`src/rtl/checker_pkg.sv`:
```
// Shared types and helpers for the sequential clause checker: FSM state encoding,
// parameter defaults, accumulator sizing and flattened-bus field offsets.
package checker_pkg;

  typedef enum logic [1:0] {
    StIdle,
    StAccum,
    StCompare,
    StDone
  } state_e;

  localparam int unsigned DefNumVars    = 2;
  localparam int unsigned DefNumClauses = 2;
  localparam int unsigned DefWidth      = 8;

  // Wide enough for NUM_VARS full-scale products plus the constant, with a sign bit.
  function automatic int unsigned acc_width(input int unsigned width,
                                            input int unsigned num_vars);
    return 2 * width + $clog2(num_vars + 1) + 1;
  endfunction

  function automatic int unsigned field_lsb(input int unsigned idx, input int unsigned width);
    return idx * width;
  endfunction

endpackage

```
`src/rtl/clause_mac.sv`:
```
// One clause lane: signed multiply-accumulate of coef*var terms, then the constant,
// with a combinational "next accumulator <= 0" result for the top to register.
module clause_mac #(
  parameter int unsigned WIDTH     = 8,
  parameter int unsigned ACC_WIDTH = 19
) (
  input  logic             clk_i,
  input  logic             rst_ni,
  input  logic             en_i,
  input  logic             clear_i,
  input  logic             add_prod_i,
  input  logic             add_const_i,
  input  logic [WIDTH-1:0] coef_i,
  input  logic [WIDTH-1:0] var_i,
  input  logic [WIDTH-1:0] const_i,
  output logic             sat_o
);

  localparam int unsigned ProdW = 2 * WIDTH;

  logic signed [ProdW-1:0]     prod;
  logic signed [ACC_WIDTH-1:0] prod_ext, const_ext;
  logic signed [ACC_WIDTH-1:0] acc_q, acc_d;

  assign prod      = $signed(coef_i) * $signed(var_i);
  assign prod_ext  = {{(ACC_WIDTH - ProdW){prod[ProdW-1]}}, prod};
  assign const_ext = {{(ACC_WIDTH - WIDTH){const_i[WIDTH-1]}}, const_i};

  always_comb begin
    acc_d = acc_q;
    if (clear_i) begin
      acc_d = '0;
    end else if (add_prod_i) begin
      acc_d = acc_q + prod_ext;
    end else if (add_const_i) begin
      acc_d = acc_q + const_ext;
    end
  end

  assign sat_o = acc_d[ACC_WIDTH-1] | (acc_d == '0);

  always_ff @(posedge clk_i or negedge rst_ni) begin
    if (!rst_ni) begin
      acc_q <= '0;
    end else if (en_i) begin
      acc_q <= acc_d;
    end
  end

endmodule

```
`src/rtl/clause_checker_seq.sv`:
```
// Sequential linear-clause checker: snapshots one assignment, accumulates one variable
// per cycle in every clause lane, then registers per-clause flags. Optional
// CHECKER_COUNT_EN adds a registered unsatisfied-clause count output.
module clause_checker_seq
  import checker_pkg::*;
#(
  parameter int unsigned NUM_VARS    = DefNumVars,
  parameter int unsigned NUM_CLAUSES = DefNumClauses,
  parameter int unsigned WIDTH       = DefWidth,
  parameter int unsigned ACC_WIDTH   = acc_width(WIDTH, NUM_VARS)
) (
  input  logic                                      in_clk,
  input  logic                                      in_reset_n,
  input  logic                                      in_enable,
  input  logic                                      in_start,
  input  logic [NUM_CLAUSES*(NUM_VARS+1)*WIDTH-1:0] in_coefficients,
  input  logic [NUM_VARS*WIDTH-1:0]                 in_current_assignment,
  output logic                                      out_busy,
  output logic                                      out_done,
  output logic [NUM_CLAUSES-1:0]                    out_satisfied_flag,
  output logic                                      out_all_satisfied
`ifdef CHECKER_COUNT_EN
  ,
  output logic [$clog2(NUM_CLAUSES+1)-1:0]          out_unsat_count
`endif
);

  localparam int unsigned IdxW  = (NUM_VARS > 1) ? $clog2(NUM_VARS) : 1;
  localparam int unsigned CoefW = NUM_CLAUSES * (NUM_VARS + 1) * WIDTH;
  localparam int unsigned VarW  = NUM_VARS * WIDTH;

  state_e                 state_q, state_d;
  logic [IdxW-1:0]        idx_q, idx_d;
  logic [CoefW-1:0]       coef_q;
  logic [VarW-1:0]        y_q;
  logic                   snap, clear, add_prod, add_const;
  logic [NUM_CLAUSES-1:0] lane_sat, flags_q;
  logic                   busy_q, done_q, all_q;
  logic [WIDTH-1:0]       y_cur;

  assign y_cur = y_q[field_lsb(32'(idx_q), WIDTH) +: WIDTH];

  always_comb begin
    state_d   = state_q;
    idx_d     = idx_q;
    snap      = 1'b0;
    clear     = 1'b0;
    add_prod  = 1'b0;
    add_const = 1'b0;
    unique case (state_q)
      StIdle: begin
        if (in_start) begin
          snap    = 1'b1;
          clear   = 1'b1;
          idx_d   = '0;
          state_d = StAccum;
        end
      end
      StAccum: begin
        add_prod = 1'b1;
        if (idx_q == IdxW'(NUM_VARS - 1)) begin
          state_d = StCompare;
        end else begin
          idx_d = idx_q + IdxW'(1);
        end
      end
      StCompare: begin
        add_const = 1'b1;
        state_d   = StDone;
      end
      StDone: begin
        state_d = StIdle;
      end
      default: state_d = StIdle;
    endcase
  end

  always_ff @(posedge in_clk or negedge in_reset_n) begin
    if (!in_reset_n) begin
      state_q <= StIdle;
      idx_q   <= '0;
      coef_q  <= '0;
      y_q     <= '0;
      busy_q  <= 1'b0;
      done_q  <= 1'b0;
      flags_q <= '0;
      all_q   <= 1'b0;
    end else if (in_enable) begin
      state_q <= state_d;
      idx_q   <= idx_d;
      busy_q  <= (state_d == StAccum) || (state_d == StCompare);
      done_q  <= (state_d == StDone);
      if (snap) begin
        coef_q <= in_coefficients;
        y_q    <= in_current_assignment;
      end
      if (state_q == StCompare) begin
        flags_q <= lane_sat;
        all_q   <= &lane_sat;
      end
    end
  end

  for (genvar c = 0; c < NUM_CLAUSES; c++) begin : g_lane
    localparam int unsigned Base = c * (NUM_VARS + 1);
    logic [WIDTH-1:0] lane_coef, lane_a0;

    assign lane_coef = coef_q[field_lsb(Base + 32'(idx_q), WIDTH) +: WIDTH];
    assign lane_a0   = coef_q[field_lsb(Base + NUM_VARS, WIDTH) +: WIDTH];

    clause_mac #(
      .WIDTH    (WIDTH),
      .ACC_WIDTH(ACC_WIDTH)
    ) u_mac (
      .clk_i      (in_clk),
      .rst_ni     (in_reset_n),
      .en_i       (in_enable),
      .clear_i    (clear),
      .add_prod_i (add_prod),
      .add_const_i(add_const),
      .coef_i     (lane_coef),
      .var_i      (y_cur),
      .const_i    (lane_a0),
      .sat_o      (lane_sat[c])
    );
  end

`ifdef CHECKER_COUNT_EN
  localparam int unsigned CntW = $clog2(NUM_CLAUSES + 1);
  logic [CntW-1:0] cnt_q, cnt_d;

  always_comb begin
    cnt_d = CntW'(NUM_CLAUSES);
    for (int unsigned c = 0; c < NUM_CLAUSES; c++) begin
      cnt_d = cnt_d - CntW'(lane_sat[c]);
    end
  end

  always_ff @(posedge in_clk or negedge in_reset_n) begin
    if (!in_reset_n) begin
      cnt_q <= '0;
    end else if (in_enable && (state_q == StCompare)) begin
      cnt_q <= cnt_d;
    end
  end

  assign out_unsat_count = cnt_q;
`endif

  assign out_busy           = busy_q;
  assign out_done           = done_q;
  assign out_satisfied_flag = flags_q;
  assign out_all_satisfied  = all_q;

endmodule

```
`config.mk`:
```
export PLATFORM = sky130hd
export DESIGN_NAME = clause_checker_seq
export DESIGN_NICKNAME = d
export VERILOG_FILES = /design/src/rtl/checker_pkg.sv /design/src/rtl/clause_mac.sv /design/src/rtl/clause_checker_seq.sv
export SDC_FILE = /design/constraint.sdc
export NUM_CORES = 1
export LEC_CHECK = 0
export CELL_PAD_IN_SITES_DETAIL_PLACEMENT = 0
export CELL_PAD_IN_SITES_GLOBAL_PLACEMENT = 1
export CORE_ASPECT_RATIO = 1.75
export CORE_MARGIN = 2
export CORE_UTILIZATION = 45
export CTS_CLUSTER_SIZE = 10
export DETAILED_ROUTE_END_ITERATION = 6
export PLACE_DENSITY_LB_ADDON = 0.08
export SLEW_MARGIN = 0
export SYNTH_ARGS = -nofsm -noshare
export SYNTH_HDL_FRONTEND = slang
export SYNTH_SLANG_ARGS = --single-unit
export TNS_END_PERCENT = 50
```
`constraint.sdc`:
```
create_clock -name in_clk -period 9.7 [get_ports in_clk]
set_input_delay 0.97 -clock in_clk [delete_from_list [all_inputs] [get_ports in_clk]]
set_output_delay 0.97 -clock in_clk [all_outputs]
set_load 0.01 [all_outputs]
```
==> reports/metrics.cfg, run 1 <==
[outcome]
run_status=completed

[global_route]
grtUsageMet2_pct=41.71
grt_pass1_vias=11420
busiest_layer=met2
grt_usage_pct=23.39
grt_pass1_wl_um=61330
grt_overflow=0
use_met1_pct=29.85
met3_usage_pct=2.748
antenna_found_initial=0
grt_max_degree=71

[detailed_routing]
wl_per_cell_um=19.42
first_pass_iters=5
drc_errors=0
vias_per_cell=5.602
via_count=10750
postRouteAntennaNets=0
initialDrtViolationCount=502
wirelength_um=37260

[worst_setup_path]
required_ns=9.95
end_kind=flop
worstSetupPathType=flop to flop
r2r_cells=19
worst-path-max-fanout=43
r2r_end=out_all_satisfied
startpoint_type=flop
r2r_start=idx_q
r2r_setup_slack_ns=2.45
worstPathArrival_ns=7.50

[clock_tree]
insertion_delay_ns=0.38
cts_setup_buffers=0
holdBufCountCts=0
cts.repair.resized=0
clkTransAtPathRegs_ns=0.08
cts_inserted_buffers=9
cts_tree=built
cts_sinks=110
cts-root-buf=clkbuf_16
cts_buffer_depth=2
cts.htree.levels=3

[synth]
yosysSeqAreaShare_pct=19.24
synth_edf_count=0
netlist_area_um2=14310
synthCells=1476
synthArstFlopShare_pct=100.0
synth_fp_nets=1839
synth.distinct_cells=82
synth_area_per_cell_um2=9.694
synthTopCellsByArea=fa_1 (24%), dfrtp_1 (19%), ha_1 (11%)
ys.flop_type=dfrtp_1
netlist.area_leader.share_pct=23.78
synth.largest_area_cell=fa_1
ys_ff_latch=110
synth_warnings=0

[floorplan]
io_pins=73
die_x_um=138.8
chipHeight_um=239.9
core-area_um2=31420
start_util_pct=45.54
placementRows=86
dieArea_um2=33300

[sta]
setup_viol=0
max_freq_ghz=0.1379
setup_tns_ns=0
worst_clock_skew_ns=0.01162
max_slew_margin_pct=22.15
rsz0062_at_grt=no
post-route-period-util_pct=74.76
fin_crit_ns=7.252
hold_viol=0
worst_pin_slew_ns=1.135
slew_viol_final=0

[layout]
drive_gt1_share_pct=11.62
regArea_um2=2756
syn_to_final_growth_pct=9.653
n_antenna_cell=0
fill_cells=3013
final_nets=1881
multi_input_area_um2=10600

[job]
drv_cap=0

[min_path]
hold_class=flop to flop
hold_path_depth=1
min_to=out_busy
worstHoldStart=out_busy

[place]
dp_hpwl_um=29610
place_congestion=0.8239
io_buffer_count=72

how the worst max path moves through the flow:
| stage | end | slack [ns] | cells past startpoint | startpoint |
|---|---|---|---|---|
| 3_3_place_gp | out_all_satisfied | 2.58 | 19 | idx_q |
| 5_1_grt | out_satisfied_flag[1] | 2.08 | 21 | idx_q |
| 6_report | out_all_satisfied | 2.45 | 19 | idx_q |
| 4_1_cts | out_all_satisfied | 2.46 | 19 | idx_q |
| 2_1_floorplan | out_all_satisfied | 2.40 | 23 | idx_q |
| 3_5_place_dp | out_satisfied_flag[1] | 2.46 | 19 | idx_q |
cell type report:
| type | instances | area share (%) |
|---|---|---|
| clock buffer | 9 | 1.435 |
| multi-input combinational | 1124 | 67.57 |
| clock inverter | 7 | 0.4625 |
| sequential | 110 | 17.57 |
| timing repair buffer | 91 | 5.455 |
| inverter | 182 | 4.354 |
| tap | 396 | 3.158 |
critical path, cell delays in order (launching register included):
cell	delay [ns]
dfrtp_2	0.39
buf_4	0.53
mux2i_1	1.00
nor2_1	0.17
fa_1	0.45
fa_1	0.47
fa_1	0.59
fa_1	0.45
fa_1	0.44
ha_1	0.37
o21a_1	0.14
o31a_1	0.19
o21ai_0	0.21
a21o_1	0.27
a311oi_1	0.33
nand4b_1	0.18
nand4_1	0.12
nor4_1	0.06
a311oi_1	0.62
nor3_2	0.10
registers in the layout, indices dropped and copies added (netlist names):
| register | count |
|---|---|
| coef_q | 48 |
| g_lane.u_mac.acc_q | 38 |
| idx_q | 1 |
| out_all_satisfied | 1 |
| out_busy | 1 |
| out_done | 1 |
| out_satisfied_flag | 2 |
| state_q | 2 |
| y_q | 16 |
cell usage after synthesis (all sizes together), types with 7 or more instances:
cell / number
inv: 181
fa: 170
nor2: 134
ha: 125
dfrtp: 110
mux2: 107
a21oi: 101
nand2: 98
o21ai: 51
mux2i: 38
clkbuf: 33
xnor2: 31
buf: 27
a221oi: 23
a21o: 22
xor2: 21
nor3: 18
nand2b: 17
a211oi: 13
nand3: 13
o211ai: 12
and3: 11
nor4: 7
cells in the final DEF, fill, tap and decap left out, types with 5 or more instances in the layout:
cell type	instances
o211ai_1	11
o21a_1	6
o21ai_0	44
ha_1	125
dfrtp_1	107
a21o_1	22
nand2b_1	17
nand3_1	13
mux2_2	104
a211oi_1	11
mux2i_1	38
clkdlybuf4s50_1	70
nand2_1	98
nor2_1	132
buf_4	20
fa_1	170
nand4b_1	5
and3_1	11
or2_2	6
xor2_1	21
clkbuf_16	9
xnor2_1	31
inv_1	181
nor3_1	16
a22o_1	5
a21oi_1	97
nand4_1	6
a221oi_1	19
a31oi_1	5
through the flow:
stage / hold slack [ns] / instance area (um2) / cells / setup slack, ns / utilization, %
floorplan: 0.4750 / 14310 / 1476 / 2.399 / -
global placement: 0.4911 / 15390 / 1903 / 2.583 / 48.99
detailed placement: 0.4926 / 15390 / 1903 / 2.464 / 48.99
CTS: 0.5125 / 15690 / 1919 / 2.460 / 49.94
global route: 0.5250 / 15690 / 1919 / 2.082 / 49.94
finish: 0.5111 / 15690 / 1919 / 2.448 / 49.94
per-layer routing:
| layer | part of all wire, % | vias to the layer above |
|---|---|---|
| met5 | 0 | - |
| met4 | 2.4 | 0 |
| met3 | 3.4 | 46 |
| met2 | 52 | 197 |
| met1 | 43 | 5356 |
| li1 | - | 5151 |
cells by family (layout without fill, tap and decap cells):
logic type | after synthesis | in the layout | synth area share [%]
flops | 110 | 110 | 19.24
xor+xnor | 52 | 52 | 3.183
fa+ha+maj | 295 | 295 | 34.71
mux | 145 | 145 | 11.08
simple gates | 337 | 337 | 10.94
compound gates | 295 | 295 | 14.11
buf+inv | 242 | 289 | 6.733
Power of run 1 is not shown: default switching activity piles up to over one toggle a cycle in this logic, so the estimate is an artifact.
==> inputs of run 2 (changes only) <==
==> constraint.sdc (replaced) <==
create_clock -name in_clk -period 7.6 [get_ports in_clk]
set_input_delay 0.76 -clock in_clk [delete_from_list [all_inputs] [get_ports in_clk]]
set_output_delay 0.76 -clock in_clk [all_outputs]
set_load 0.01 [all_outputs]
==> run 2 against run 1 <==
Net effect:
- critical path depth is 3 higher
- die area is the same
- first-iteration DRC count rose by 15%
- core utilization is 0.15 points higher
- critical endpoint unchanged
- largest cell class unchanged
==> reports/metrics.cfg, run 2 (synthesis results as in run 1) <==
[outcome]
run_status=completed

[place]
place_congestion=0.8546
io_buffer_count=72
dp_hpwl_um=29730

[global_route]
grt_pass1_wl_um=61230
grt_pass1_vias=11050
grt_usage_pct=23.44
grt_max_degree=72
antenna_found_initial=0
grt_overflow=0

[worst_setup_path]
required_ns=7.91
worst-path-max-fanout=18
crit_top_cell=fa_1
worstSetupPathType=flop to flop
cp_top_family=adder cells
crit_start=idx_q
critPathSlowestCell=dfrtp_2
worstPathArrival_ns=7.13
cpPeakStageDelay_ns=0.58
path_buf_inv=4
r2r_start=idx_q
crit_chain=buf_4, mux2i_1, nor2_1, buf_4, inv_1, fa_1, inv_1, fa_1, fa_1, fa_1, fa_1, ha_1, and3_1, a221oi_2, a211oi_1, o21ai_2, mux2i_1, o21ai_0, nand4_1, nand4_1, o31a_1, nor3_2
startpoint_type=flop
end_kind=flop

[layout]
final_common_cell=inv_1
syn_to_final_growth_pct=9.977
largestRegisters=coef_q: 48 flops, g_lane.u_mac.acc_q: 38 flops, y_q: 16 flops
drive_gt1_share_pct=11.91
layout_common_cells=inv_1 (181), fa_1 (170), nor2_1 (132)
regMostFlops=coef_q
n_antenna_cell=0
largest_reg_flops=48
final_nets=1886

[floorplan]
chipHeight_um=239.9
start_util_pct=45.54
io_pins=73
die_x_um=138.8
dieArea_um2=33300
placementRows=86
core-area_um2=31420

[clock_tree]
cts.repair.resized=0
cts-root-buf=clkbuf_16
clkTransAtPathRegs_ns=0.09
cts_setup_buffers=0
cts_inserted_buffers=9
cts_tree=built
cts_buffer_depth=2
holdBufCountCts=0
insertion_delay_ns=0.39
cts_sinks=110
cts.htree.levels=3

[sta]
worst_clock_skew_ns=0.01412
worst_pin_slew_ns=0.9484
hold_viol=0
max_slew_margin_pct=36.77
setup_viol=0
fin_crit_ns=6.812
rsz0062_at_grt=no
setup_tns_ns=0
post-route-period-util_pct=89.63
slew_viol_final=0
max_freq_ghz=0.1468

[detailed_routing]
drc_errors=0
via_count=10760
wirelength_um=37130
initialDrtViolationCount=576
postRouteAntennaNets=0
wl_per_cell_um=19.30
first_pass_iters=5
vias_per_cell=5.592

[job]
drv_cap=0

[min_path]
hold_class=input pin to async pin

-- run 2: final timing paths --
path,endpoint,slack (ns),cells past startpoint
setup / recovery,out_all_satisfied,0.79,22
max in group asynchronous,idx_q,5.84,2
hold / removal,coef_q[17],0.37,1
hold reg to reg,out_satisfied_flag[0],0.51,2
setup reg to reg,out_all_satisfied,0.79,22
min in group in_clk,out_satisfied_flag[0],0.51,2
-- run 2: stage by stage --
| step | utilization, % | hold WS [ns] | worst slack, ns | cells | instance area [um2] |
|---|---|---|---|---|---|
| after global routing | 50.08 | 0.4050 | 0.4065 | 1924 | 15740 |
| after floorplan | - | 0.4644 | 0.2986 | 1476 | 14310 |
| final | 50.08 | 0.3693 | 0.7882 | 1924 | 15740 |
| after CTS | 50.08 | 0.3798 | 0.7917 | 1924 | 15740 |
| after detailed placement | 49.11 | 0.4947 | 0.8383 | 1908 | 15430 |
| after global placement | 49.11 | 0.4899 | 0.9388 | 1908 | 15430 |
-- run 2: area by class of cell --
type | count | area, um2
tap | 396 | 495.5
multi-input combinational | 1124 | 10600
fill | 2998 | 15680
clock inverter | 7 | 81.33
clock buffer | 9 | 225.2
sequential | 110 | 2756
inverter | 182 | 683.2
timing repair buffer | 96 | 893.4
-- run 2: per-layer routing --
metal / part of all wire [%] / global-route usage, %
met1: 44 / 30.72
met2: 51 / 41.36
met3: 2.8 / 1.952
met4: 2.2 / 7.163
met5: 0 / 0
Power of run 2 is left out for the same reason.
